## src/rtl/exc_pkg.sv

```systemverilog
// ============================================================================
// Module : exc_pkg
// Brief  : Shared cause codes, controller state encoding and kernel vector.
// Rev    : 1.0
// ============================================================================
`default_nettype none

package exc_pkg;

   typedef enum logic [2:0] {
      CAUSE_NONE    = 3'b000,
      CAUSE_OVF     = 3'b001,
      CAUSE_SYSCALL = 3'b010,
      CAUSE_IRQ     = 3'b011
   } cause_t;

   typedef enum logic [2:0] {
      IDLE   = 3'd0,
      TAKE   = 3'd1,
      KWAIT  = 3'd2,
      KERNEL = 3'd3,
      ERET   = 3'd4
   } exc_state_t;

   localparam logic [31:0] EXC_VECTOR_ADDR = 32'h0000_0080;

endpackage

`default_nettype wire

```

## src/rtl/irq_pending.sv

```systemverilog
// ============================================================================
// Module : irq_pending
// Brief  : Sticky IRQ pending bits with lowest-index one-hot pick.
// Rev    : 1.0
// ============================================================================
`default_nettype none

module irq_pending
   import exc_pkg::*;
#(
   parameter int IRQ_W = 4
) (
   input  logic             clk,
   input  logic             reset,
   input  logic [IRQ_W-1:0] i_irq,
   input  logic [IRQ_W-1:0] i_ack,
   output logic [IRQ_W-1:0] o_pick
);

   logic [IRQ_W-1:0] r_pending;
   logic [IRQ_W-1:0] w_req;

   // A live request counts immediately so it can be taken the edge it is seen.
   assign w_req  = r_pending | i_irq;
   assign o_pick = w_req & (~w_req + IRQ_W'(1));

   always_ff @(posedge clk) begin
      if (reset) begin
         r_pending <= '0;
      end else begin
         r_pending <= w_req & ~i_ack;
      end
   end

endmodule

`default_nettype wire

```

## src/rtl/exception_ctrl.sv

```systemverilog
// ============================================================================
// Module : exception_ctrl
// Brief  : Arbitrates overflow/syscall/IRQ, drives CP0 cause pulse and eret.
// Rev    : 1.0
// ============================================================================
`default_nettype none

module exception_ctrl
   import exc_pkg::*;
#(
   parameter int          IRQ_W       = 4,
   parameter logic [31:0] VECTOR_ADDR = EXC_VECTOR_ADDR,
   parameter int          ERET_GUARD  = 2
) (
   input  logic             clk,
   input  logic             reset,
   input  logic [IRQ_W-1:0] irq,
   output logic [IRQ_W-1:0] irq_ack,
   input  logic             overflowE,
   input  logic             syscallD,
   input  logic             eretD,
   input  logic             stallD,
   input  logic             kernel_mode,
   input  logic [31:0]      epc,
   output logic             cause_write,
   output logic [2:0]       int_cause,
   output logic             exit_kernel,
   output logic             flushF,
   output logic             flushD,
   output logic             flushE,
   output logic             pc_redirect,
   output logic [31:0]      pc_target,
   output logic             kernel_fault
);

   localparam int GW = $clog2(ERET_GUARD + 2);

   exc_state_t       r_state, w_state_nxt;
   cause_t           r_cause, w_cause_nxt;
   logic [IRQ_W-1:0] r_ack,   w_ack_nxt;
   logic [GW-1:0]    r_guard;
   logic             r_kfault;
   logic             w_fault_set;
   logic             w_sys_ok;
   logic             w_irq_ok;
   logic [IRQ_W-1:0] w_pick;

   irq_pending #(.IRQ_W(IRQ_W)) u_irq_pending (
      .clk    (clk),
      .reset  (reset),
      .i_irq  (irq),
      .i_ack  (r_ack),
      .o_pick (w_pick)
   );

   assign w_sys_ok = syscallD & ~stallD;
   assign w_irq_ok = kernel_mode & ~stallD & (r_guard == '0) & (|w_pick);

   always_comb begin
      w_state_nxt = r_state;
      w_cause_nxt = CAUSE_NONE;
      w_ack_nxt   = '0;
      w_fault_set = 1'b0;
      case (r_state)
         IDLE: begin
            if (overflowE) begin
               w_state_nxt = TAKE;
               w_cause_nxt = CAUSE_OVF;
            end else if (w_sys_ok) begin
               w_state_nxt = TAKE;
               w_cause_nxt = CAUSE_SYSCALL;
            end else if (w_irq_ok) begin
               w_state_nxt = TAKE;
               w_cause_nxt = CAUSE_IRQ;
               w_ack_nxt   = w_pick;
            end else if (eretD && !kernel_mode && !stallD) begin
               w_state_nxt = ERET;
            end
         end
         TAKE:   w_state_nxt = KWAIT;
         KWAIT:  if (!kernel_mode) w_state_nxt = KERNEL;
         KERNEL: begin
            // Nested exceptions are only recorded, never serviced.
            w_fault_set = overflowE | w_sys_ok;
            if (eretD && !stallD) w_state_nxt = ERET;
         end
         ERET:    w_state_nxt = IDLE;
         default: w_state_nxt = IDLE;
      endcase
   end

   always_ff @(posedge clk) begin
      if (reset) begin
         r_state  <= IDLE;
         r_cause  <= CAUSE_NONE;
         r_ack    <= '0;
         r_guard  <= '0;
         r_kfault <= 1'b0;
      end else begin
         r_state  <= w_state_nxt;
         r_cause  <= w_cause_nxt;
         r_ack    <= w_ack_nxt;
         r_kfault <= r_kfault | w_fault_set;
         if (r_state == ERET) begin
            r_guard <= GW'(ERET_GUARD);
         end else if (r_state == IDLE && r_guard != '0) begin
            r_guard <= r_guard - GW'(1);
         end
      end
   end

   assign cause_write  = (r_state == TAKE);
   assign exit_kernel  = (r_state == ERET);
   assign int_cause    = r_cause;
   assign irq_ack      = r_ack;
   assign flushF       = cause_write | exit_kernel;
   assign flushD       = cause_write | exit_kernel;
   assign flushE       = cause_write;
   assign pc_redirect  = cause_write | exit_kernel;
   assign pc_target    = cause_write ? VECTOR_ADDR : (exit_kernel ? epc : 32'h0);
   assign kernel_fault = r_kfault;

endmodule

`default_nettype wire

```

## config.mk

```make
export PLATFORM = sky130hd
export DESIGN_NAME = exception_ctrl
export DESIGN_NICKNAME = d
export VERILOG_FILES = /design/src/rtl/exc_pkg.sv /design/src/rtl/irq_pending.sv /design/src/rtl/exception_ctrl.sv
export SDC_FILE = /design/constraint.sdc
export NUM_CORES = 1
export LEC_CHECK = 0
export BUFFER_PORTS_ARGS = -buffer_cell sky130_fd_sc_hd__buf_2
export CAP_MARGIN = 20
export CORE_UTILIZATION = 36
export DETAILED_ROUTE_END_ITERATION = 16
export GPL_TIMING_DRIVEN = 0
export PLACE_DENSITY = 0.79
export REMOVE_ABC_BUFFERS = 1
export SYNTH_ARGS = -nofsm -noshare
export SYNTH_HDL_FRONTEND = slang
export SYNTH_SLANG_ARGS = --single-unit
export TNS_END_PERCENT = 5
```

## constraint.sdc

```tcl
create_clock -name clk -period 2.15 [get_ports clk]
set_clock_uncertainty 0.15 [all_clocks]
set_input_delay 0.215 -clock clk [delete_from_list [all_inputs] [get_ports clk]]
set_output_delay 0.215 -clock clk [all_outputs]
set_load 0.02 [all_outputs]
```

==> flow_summary_export.csv <==
group,metric,value,unit
logic_synthesis,netlist_instances,116,
setup_path,cp_top_family,"simple AND/OR/NAND/NOR gates",
setup_path,rr_worst_depth,3,
placement,post-place-ws,-123,ps
min_path,hp-class,"in2reg",
setup_path,crit_arrival,2120,ps
setup_path,path_common_cell,"or4_4",
clocking,clk_transition_reported_paths,90,ps
setup_path,crit_fanout,40,
timing,fin_setup_tns,0,ps
clocking,post-cts-setup-buffers,0,
setup_path,r2r_end,"irq_ack[2]",
timing,setup_viol,0,
setup_path,crit_type,"reg2reg",
layout,final_nets,241,
timing,fin_ws,108,ps
power,power,908,uW
logic_synthesis,ys_seq_area_share,34.1,%
timing,fmax,490,MHz
power,ir_drop,0.367,mV
die,row_count,18,
drt,drt_iter0_markers,14,
drt,drtPass1Iterations,4,
die,io_pins,89,
layout,stdcell_area,1410,um^2
timing,slew_violations,0,
setup_path,critPathMaxStageDelay,570,ps
logic_synthesis,synthesis.area,940,um^2
clocking,cts-root-buf,"clkbuf_4",
min_path,hp-start,"overflowE",
power,leakage,0.000891,uW
drt,drcViolationCount,0,
run_status,outcome,"completed",
global_route,grt_pass1_vias,764,
die,die_height,53.1,um
timing,fin_crit_sh,95.0,%
clocking,clock_latency,280,ps
logic_synthesis,synth_cell_types,34,
setup_path,crit_cells,3,
setup_path,end_kind,"flip-flop",
global_route,grt_start_max_net_pins,41,
setup_path,path_buf_inv,0,
layout,area_growth,49.5,%
die,dieArea,2820,um^2
timing,hold_viol_final,0,
logic_synthesis,synth_area_per_cell,8.10,um^2
job,drv_cap,0,
global_route,grt_pass1_wl,3420,um
layout,antenna_cells,0,
timing,relSlewSlack,66.2,%
setup_path,required,2230,ps
logic_synthesis,yosys_warnings,0,
drt,vias_per_cell,4.95,
placement,place_congestion,0.752,
placement,dpl_cell_area,1340,um^2
min_path,min_path_cells,2,
clocking,cts_buffer_depth,2,
timing,post-route-min-period,2040,ps
timing,tightestPinTransition,506,ps
setup_path,worstPathCellList,"or4_4 -> or4_4 -> and4bb_2",
clocking,cts_tree,"done",
layout,layout_commonest_cell,"buf_2",
die,initial_core_util,37.9,%
placement,dpl.hpwl,1940,um
drt,vias,1119,
global_route,antenna_found_initial,0,
setup_path,r2r_setup_slack,110,ps
min_path,hold_path_end,"int_cause[1]",
power,power.density,646,nW/um^2
placement,numPortBuffers,87,
setup_path,cp_slowest_cell,"or4_4",
clocking,cts_inserted_buffers,3,
die,fp.dieW,53.1,um
clocking,h-tree-depth,1,
layout,drive_gt1_share,53.1,%
global_route,grt_use_total,16.5,%
layout,final_cell_mix,"buf_2, and3_1, dfxtp_1",
drt,wire_per_inst,11.2,um
clocking,cts.sinks,16,
logic_synthesis,ys_ff_latch,16,
timing,rsz0062_at_grt,"no",
setup_path,crit_path_start_kind,"flip-flop",
drt,ant_nets,0,
global_route,grt_overflow,0,
drt,drt_wl_total,2530,um
setup_path,rr_startpoint,"r_state[2]",
die,core,2480,um^2
==> layout make-up <==
cell class | count | area [um^2]
Fill cell | 249 | 1070
Multi-Input combinational cell | 84 | 546
Timing Repair Buffer | 88 | 445
Sequential cell | 16 | 325
Tap cell | 30 | 37.5
Clock buffer | 4 | 36.3
Inverter | 4 | 15.0
==> sequential cells by signal, indices dropped and copies added (netlist names) <==
register                 cells
int_cause                    2
irq_ack                      4
kernel_fault                 1
r_guard                      2
r_state                      3
u_irq_pending.r_pending      4
==> how the worst max path moves through the flow <==
stage / start / endpoint / slack (ps)
floorplan: r_state[2] / flushD / -310
global placement: r_state[1] / pc_redirect / -330
CTS: r_state[2] / irq_ack[2] / 60
global route: r_state[2] / irq_ack[3] / 50
detailed placement: r_state[2] / irq_ack[2] / -120
finish: r_state[2] / irq_ack[2] / 110
==> metal layers <==
metal | vias to the layer above | global-route usage, % | wire length, um
met5 | - | 0 | 0
met4 | 0 | 5.26 | 19
met3 | 2 | 4.31 | 129
met2 | 34 | 25.1 | 1260
met1 | 504 | 22.5 | 1120
li1 | 579 | - | -
==> synth_stat cells <==
library cell  instances  share of area [%]
a2111oi_0             1               0.93
a211oi_1              1               0.80
a21o_1                1               0.80
a21oi_1               3                1.6
a311oi_1              1               0.93
a31o_2                1               0.93
a31oi_1               2                1.3
and2_1                2                1.3
and3_1               31                 21
and3b_2               1                1.1
and4bb_2              2                2.7
buf_2                 1               0.53
buf_4                 4                3.2
buf_6                 1                1.2
clkbuf_1              7                2.8
conb_1                1               0.40
dfxtp_1              16                 34
ha_1                  1                1.3
inv_1                 4                1.6
nand2_1               2               0.80
nand3_1               2                1.1
nand3b_1              1               0.80
nor2_1                8                3.2
nor2b_1               3                2.0
nor3_1                5                2.7
nor3b_1               1               0.80
nor4_1                2                1.3
o21ai_0               3                1.6
o21ba_2               1                1.1
o311a_1               1                1.1
o31ai_1               1               0.80
o41ai_1               1               0.93
or2_2                 2                1.3
or4_4                 2                2.4
==> where the power goes <==
group | switching [uW] | total (uW) | internal [uW]
registers | 32.6 | 365 | 332
clock network | 90.7 | 194 | 103
logic | 204 | 350 | 146
total | 327 | 908 | 581
==> kinds of logic after synthesis <==
family	synth area share [%]
adder cells (fa/ha/maj)	1.33
AND/OR/NAND/NOR	42.1
flip-flops	34.1
AO/OA/AOI/OAI	12.8
buffers and inverters	9.32
other	0.399
==> through the flow <==
stage / utilization (%) / std cells / hold slack (ps)
after floorplan: - / 103 / 134
after global placement: 54.1 / 220 / 246
after detailed placement: 54.2 / 220 / 255
after CTS: 56.3 / 225 / 18.9
after global routing: 56.7 / 226 / 40.6
final: 56.7 / 226 / 27.8
==> timing repair <==
item	in CTS	in global routing
gates cloned	0	1
gates resized for setup	2	2
hold buffers	1	0
pin swaps	0	1
endpoints found under the setup margin	39	6
endpoints found under the hold margin	1	0
No activity file was read; power rests on OpenSTA's default activity.
